File: src/rtl/johnson_phase_decoder.sv
// rtl/johnson_phase_decoder.sv - Johnson-code phase decoder with step checking, lock FSM and counters
module johnson_phase_decoder #(
  parameter int LOCK_N = 8,
  parameter int CNT_W  = 8
) (
  input  logic             clk,
  input  logic             reset,
  input  logic             en,
  input  logic [3:0]       q_in,
  input  logic             clr_err,
  output logic [2:0]       phase,
  output logic [7:0]       strobe,
  output logic             valid,
  output logic             illegal,
  output logic             skip,
  output logic             locked,
  output logic [CNT_W-1:0] err_count,
  output logic [CNT_W-1:0] cycle_count
);

  typedef enum logic [1:0] {UNLOCKED, LOCKING, LOCKED} state_t;

  state_t     state, state_nxt;
  logic [3:0] good_cnt, good_cnt_nxt;
  logic       have_p;
  logic       code_ok;
  logic [2:0] code_idx;
  logic       accept, is_illegal, is_hold, is_good, is_skip, wrap_step;

  always_comb begin
    code_ok  = 1'b1;
    code_idx = 3'd0;
    case (q_in)
      4'b0000: code_idx = 3'd0;
      4'b0001: code_idx = 3'd1;
      4'b0011: code_idx = 3'd2;
      4'b0111: code_idx = 3'd3;
      4'b1111: code_idx = 3'd4;
      4'b1110: code_idx = 3'd5;
      4'b1100: code_idx = 3'd6;
      4'b1000: code_idx = 3'd7;
      default: code_ok  = 1'b0;
    endcase
  end

  // Step classification only applies once a previous legal phase has been stored.
  always_comb begin
    accept     = en && code_ok;
    is_illegal = en && !code_ok;
    is_hold    = accept && have_p && (code_idx == phase);
    is_good    = accept && have_p && (code_idx == phase + 3'd1);
    is_skip    = accept && have_p && !is_hold && !is_good;
    wrap_step  = is_good && (state == LOCKED) && (code_idx == 3'd0);
  end

  always_comb begin
    state_nxt    = state;
    good_cnt_nxt = good_cnt;
    if (is_illegal) begin
      state_nxt    = UNLOCKED;
      good_cnt_nxt = 4'd0;
    end else if (accept) begin
      case (state)
        UNLOCKED: state_nxt = LOCKING;
        LOCKING: begin
          if (is_skip) begin
            good_cnt_nxt = 4'd0;
          end else if (is_good) begin
            if (good_cnt == 4'(LOCK_N - 1)) begin
              state_nxt    = LOCKED;
              good_cnt_nxt = 4'd0;
            end else begin
              good_cnt_nxt = good_cnt + 4'd1;
            end
          end
        end
        LOCKED: begin
          if (is_skip) begin
            state_nxt    = LOCKING;
            good_cnt_nxt = 4'd0;
          end
        end
        default: state_nxt = UNLOCKED;
      endcase
    end
  end

  always_ff @(posedge clk or negedge reset) begin
    if (!reset) begin
      state    <= UNLOCKED;
      good_cnt <= 4'd0;
    end else begin
      state    <= state_nxt;
      good_cnt <= good_cnt_nxt;
    end
  end

  assign locked = (state == LOCKED);

  always_ff @(posedge clk or negedge reset) begin
    if (!reset) begin
      phase       <= 3'd0;
      strobe      <= 8'd0;
      valid       <= 1'b0;
      illegal     <= 1'b0;
      skip        <= 1'b0;
      have_p      <= 1'b0;
      err_count   <= '0;
      cycle_count <= '0;
    end else begin
      valid   <= accept;
      illegal <= is_illegal;
      skip    <= is_skip;
      strobe  <= accept ? (8'b1 << code_idx) : 8'd0;
      if (accept) begin
        phase  <= code_idx;
        have_p <= 1'b1;
      end else if (is_illegal) begin
        have_p <= 1'b0;
      end
      if (clr_err) begin
        err_count <= '0;
      end else if ((is_illegal || is_skip) && !(&err_count)) begin
        err_count <= err_count + 1'b1;
      end
      if (wrap_step) begin
        cycle_count <= cycle_count + 1'b1;
      end
    end
  end

endmodule

File: config.mk
export PLATFORM = sky130hd
export DESIGN_NAME = johnson_phase_decoder
export DESIGN_NICKNAME = d
export VERILOG_FILES = /design/src/rtl/johnson_phase_decoder.sv
export SDC_FILE = /design/constraint.sdc
export NUM_CORES = 1
export LEC_CHECK = 0
export CORE_UTILIZATION = 32
export CTS_CLUSTER_SIZE = 20
export DETAILED_ROUTE_END_ITERATION = 8
export MAX_ROUTING_LAYER = met4
export PLACE_DENSITY = 0.55
export SKIP_LAST_GASP = 1
export SLEW_MARGIN = 5
export SYNTH_ARGS = -nofsm -noshare
export SYNTH_HDL_FRONTEND = slang
export SYNTH_SLANG_ARGS = --single-unit
File: constraint.sdc
create_clock -name clk -period 3.4 [get_ports clk]
set_input_delay 0.68 -clock clk [delete_from_list [all_inputs] [get_ports clk]]
set_output_delay 0.68 -clock clk [all_outputs]
set_load 0.02 [all_outputs]
==> results of run 1 <==
[state kept, by name, summed over array words and instances, names as in the netlist]
| name | count |
|---|---|
| err_count | 8 |
| state | 2 |
| illegal | 1 |
| strobe | 8 |
| valid | 1 |
| cycle_count | 8 |
| have_p | 1 |
| good_cnt | 4 |
| phase | 3 |
| skip | 1 |
[worst max-delay path: cells and delay by family]
kind / cells / cell delay (ns)
buffers and inverters: 4 / 1.14
and+or+nand+nor: 5 / 0.95
AOI/OAI and AO/OA: 3 / 0.41
[routing by layer]
layer / up-vias / wire length, microns / part of all wire
met5: - / 0 / 0
met4: 0 / 59 / 0.013
met3: 8 / 246 / 0.052
met2: 54 / 2220 / 0.47
met1: 850 / 2180 / 0.46
li1: 873 / - / -
[power breakdown]
group	internal [mW]	total, mW	switching, mW
clock	0.160	0.312	0.152
combinational	0.169	0.366	0.197
sequential	0.488	0.541	0.0536
[through the flow]
stage	util	hold slack [ns]	cell area, sq um
6_report	0.424	0.471	2690
5_1_grt	0.424	0.523	2690
4_1_cts	0.424	0.479	2690
3_5_place_dp	0.409	0.467	2600
3_3_place_gp	0.409	0.464	2600
2_1_floorplan	-	0.384	2110
[how the worst max path moves through the flow]
stage | cells past startpoint | to | slack (ns)
after floorplan | 8 | err_count[0] | 0.83
after global placement | 12 | err_count[2] | 0.19
after detailed placement | 12 | err_count[3] | 0.15
after CTS | 12 | err_count[3] | 0.45
after global routing | 12 | err_count[3] | 0.16
final | 12 | err_count[3] | 0.43
[cell type report]
class                      count  share of cell area
timing repair buffer          50               0.173
multi-input combinational    157               0.397
sequential                    37               0.344
inverter                      12              0.0167
clock buffer                   6              0.0307
clock inverter                 1             0.00279
tap                           77              0.0358
[cells in the mapped netlist, drive strengths merged (2+ instances only)]
library cell,number
a211oi,2
a21o,2
a21oi,14
a22o,2
a32oi,2
and2,3
and3,6
and3b,2
buf,9
clkbuf,3
dfrtp,37
ha,4
inv,11
mux2,4
mux2i,2
nand2,14
nand2b,5
nand3,6
nand4,8
nor2,14
nor2b,3
nor3,9
nor3b,3
nor4,2
o21a,2
o21ai,11
o221ai,2
o22ai,2
or2,2
or3,5
xnor2,9
xor2,3
[kinds of logic (layout without fill, tap and decap cells)]
| family | after synthesis | count (layout) | synth area share |
|---|---|---|---|
| multiplexers | 6 | 6 | 0.0309 |
| AND/OR/NAND/NOR | 87 | 87 | 0.232 |
| AO/OA/AOI/OAI | 48 | 48 | 0.170 |
| buffers and inverters | 24 | 69 | 0.0540 |
| XOR/XNOR | 12 | 12 | 0.0499 |
| flip-flops | 37 | 37 | 0.439 |
| adder cells (fa/ha/maj) | 4 | 4 | 0.0238 |
==> flow_summary.yaml, run 1 <==
outcome:
  status: "completed"
synthesis:
  synth.avg_cell_area_sq_um: 9.67
  synth-seq-cells: 37
  synth_area_sq_um: 2110
  ys.flop_type: "dfrtp_1"
  synth.top_cells.by_area: "dfrtp_1 44%, xnor2_1 3.7%, a21oi_1 3.1%"
  synthArstFlopShare: 1.00
  ys_warn_count: 0
  synth-seq-area-share: 0.439
  syn_inst: 218
  synth_edf_count: 0
  synth_cell_types: 53
  synth_top_area_share: 0.439
  syn_nets: 230
  synth_top_area_cell: "dfrtp_1"
finish:
  area_delta_synth_final_pct: 27.7
  fin_nets: 275
  multi_input_area_sq_um: 1070
  antennaDiodeCount: 0
  drive_gt1_frac: 0.122
  fill_cells: 617
  finalNonFillerCells: 340
  layout_common_cells: "37 x dfrtp_1, 37 x clkdlybuf4s50_1, 14 x nand2_1, 14 x nor2_1, 13 x a21oi_1"
  seqCellArea_sq_um: 926
global_routing:
  antenna_found_initial: 0
  met3_usage: 0.0427
  grt_max_degree: 38
  gr-total-overflow: 0
  grtUsageMet2: 0.230
  use_met1: 0.194
  grt_pass1_wl_microns: 8110
  busiest_layer: "met2"
  grt_pass1_vias: 1698
  grt.total_usage: 0.150
pwr:
  pwr_density_cell_nw_per_um2: 453
  peakVddDrop_mv: 0.214
  finalPower_mw: 1.22
  static-leakage-power_nw: 1.13
detailed_routing:
  ant_nets: 0
  dr.pass1.iters: 4
  routed_wirelength_microns: 4710
  wl_per_cell_microns: 13.9
  vias: 1785
  dr.first_iter.drc_count: 75
  viasPerCell: 5.25
  drc: 0
floorplan:
  rows: 29
  coreArea_sq_um: 6350
  dieHeight_microns: 83.1
  die_area_sq_um: 6910
  num_io_pins: 39
  die_x_microns: 83.1
  start_util: 0.332
sta:
  rsz0062_at_grt: "false"
  min_period_ns: 2.97
  maxSlewViolCount: 0
  min_period_over_period: 0.874
  max-slew-margin-rel: 0.461
  clock.fmax_ghz: 0.337
  tightest_slew_ns: 0.808
  fin_ws_ns: 0.430
  finalSetupViolations: 0
  hold_viol_final: 0
  setup-tns-final_ns: 0
  clock_skew_ns: 0.00432
worst_setup_path:
  critPathLaunchType: "input port"
  slowest_stage: "clkdlybuf4s50_1"
  worst_r2r_path_depth: 8
  rr_startpoint: "phase[0]"
  critical_path.cell_chain: "clkdlybuf4s50_1 -> buf_4 -> nand2_1 -> and3_1 -> nor2_1 -> nand2_1 -> clkinv_1 -> o211a_4 -> a21oi_2 -> buf_4 -> or3_1 -> a21oi_1"
  crit_required_ns: 3.60
  arrival_ns: 3.17
  timing_worst_setup_path_type: "input port to flop"
  r2r-end: "err_count[3]"
  critical-path-max-stage-delay_ns: 0.60
  cp-end-kind: "flop"
  rrSetupSlack_ns: 0.83
  startpoint: "q_in[2]"
  path_max_fanout: 14
clock_network:
  cts_hold_buf: 0
  cts_setup_buffers: 0
  clk_latency_ns: 0.28
  root_buffer: "clkbuf_8"
  htreeDepth: 2
  clkTransAtPathRegs_ns: 0.07
  cts_buffers: 5
  clockBufferDepth: 2
  cts_tree: "yes"
  cts_resized: 0
  numClockSinks: 37
place:
  port-buffer-count: 38
  place_congestion: 0.830
  dp_slack_ns: 0.152
  dp_hpwl_microns: 3400
  dp.cells: 333
run:
  drv_cap: 0
worst_hold_path:
  hold_class: "flop to flop"
  hp-start: "cycle_count[7]"
  whs_path_depth: 1
  min_to: "cycle_count[7]"
Power figures use the tool's default switching activity.
==> inputs of run 2 (changes only) <==
Settings changed: CORE_UTILIZATION 32 to 52, PLACE_DENSITY 0.55 to 0.81.
==> flow_summary.yaml, run 2 (synthesized netlist as in run 1, its figures left out) <==
clock_network:
  htreeDepth: 2
  cts_hold_buf: 0
  clockBufferDepth: 2
  cts_tree: "yes"
  cts_setup_buffers: 0
  cts_buffers: 5
  clk_latency_ns: 0.29
  clkTransAtPathRegs_ns: 0.08
  root_buffer: "clkbuf_8"
  numClockSinks: 37
  cts_resized: 0
detailed_routing:
  routed_wirelength_microns: 4530
  routed.top_layer: "met4"
  vias: 1823
  dr.first_iter.drc_count: 151
  wl_per_cell_microns: 14.5
  dr.pass1.iters: 4
  drc: 0
  dr_wl_met3_microns: 147
  ant_nets: 0
  wl_met2_microns: 2120
  viasPerCell: 5.82
  drt-met1-wl_microns: 2130
sta:
  tightest_slew_ns: 0.469
  finalSetupViolations: 0
  min_period_ns: 2.89
  maxSlewViolCount: 0
  min_period_over_period: 0.851
  clock_skew_ns: 0.0108
  setup-tns-final_ns: 0
  clock.fmax_ghz: 0.346
  hold_viol_final: 0
  max-slew-margin-rel: 0.688
  rsz0062_at_grt: "false"
floorplan:
  die_x_microns: 65.7
  dieHeight_microns: 65.7
  start_util: 0.559
  coreArea_sq_um: 3770
  num_io_pins: 39
  rows: 22
  die_area_sq_um: 4310
global_routing:
  grt_pass1_vias: 1748
  antenna_found_initial: 0
  grt.total_usage: 0.248
  grt_pass1_wl_microns: 7900
  gr-total-overflow: 0
  grt_max_degree: 38
worst_setup_path:
  critPathLaunchType: "input port"
  worst_r2r_path_depth: 8
  path_max_fanout: 8
  timing_worst_setup_path_type: "input port to flop"
  rr_startpoint: "phase[0]"
  arrival_ns: 3.10
  cp-end-kind: "flop"
  startpoint: "q_in[2]"
  crit_required_ns: 3.61
pwr:
  peakVddDrop_mv: 0.259
  static-leakage-power_nw: 1.14
  finalPower_mw: 1.20
  pwr_density_cell_nw_per_um2: 452
finish:
  layout_common_cells: "38 x clkdlybuf4s50_1, 37 x dfrtp_1, 14 x nand2_1, 14 x nor2_1"
  antennaDiodeCount: 0
  fin_nets: 276
  post-route-util: 0.706
  fill_cells: 299
  area_delta_synth_final_pct: 26.4
  final_common_cell: "clkdlybuf4s50_1"
  top_regs: "cycle_count x8, err_count x8, strobe x8"
  drive_gt1_frac: 0.125
place:
  dp_hpwl_microns: 3330
  place_congestion: 0.853
  port-buffer-count: 38
outcome:
  status: "completed"
worst_hold_path:
  whs_path_depth: 1
  hp-start: "cycle_count[7]"
  hold_class: "flop to flop"
run:
  drv_cap: 0
[run 2: cell types whose count changed in the layout (fill, tap and decap cells not counted), sizes merged]
| cell | change |
|---|---|
| clkbuf | -1 |
| clkinv | +2 |
| clkdlybuf4s50 | +1 |
[run 2: stage by stage]
step | cells | setup slack, ns | instance area [sq um] | hold slack, ns
3_5_place_dp | 305 | 0.223 | 2580 | 0.464
3_3_place_gp | 305 | 0.270 | 2580 | 0.462
4_1_cts | 313 | 0.518 | 2660 | 0.479
6_report | 313 | 0.507 | 2660 | 0.473
5_1_grt | 313 | 0.362 | 2660 | 0.488
2_1_floorplan | 218 | 0.834 | 2110 | 0.384
[run 2: layer usage]
layer  GRT usage  vias up
met2       0.371       55
met5           -        -
met1       0.320      878
met3      0.0434       14
met4       0.128        0
li1            -      876
[run 2: power by group]
| part | switching [mW] | leakage (nW) | internal [mW] |
|---|---|---|---|
| combinational | 0.194 | 0.594 | 0.170 |
| sequential | 0.0532 | 0.498 | 0.488 |
| clock | 0.158 | 0.0439 | 0.141 |
[run 2: final timing paths]
check	endpoint	slack, ns
setup / recovery	err_count[3]	0.51
hold / removal	cycle_count[7]	0.47
setup reg to reg	err_count[3]	0.81
hold reg to reg	cycle_count[7]	0.47
max in group asynchronous	good_cnt[3]	2.24
min in group asynchronous	cycle_count[7]	0.81
[run 2: area by class of cell]
type	instances	area, sq um	share of cell area
Clock buffer	5	68.8	0.0258
Clock inverter	3	17.5	0.00658
Inverter	12	45.0	0.0169
Multi-Input combinational cell	157	1070	0.401
Sequential cell	37	926	0.348
Tap cell	48	60.1	0.0226
Timing Repair Buffer	51	478	0.180
[run 2: critical path, cell delays in order]
cell and delay (ns):
clkdlybuf4s50_1 0.54, or2_4 0.32, and4b_4 0.22, a2111oi_4 0.36, o211a_4 0.22, a21oi_2 0.09, buf_4 0.18, or3_1 0.34
a21oi_1 0.15
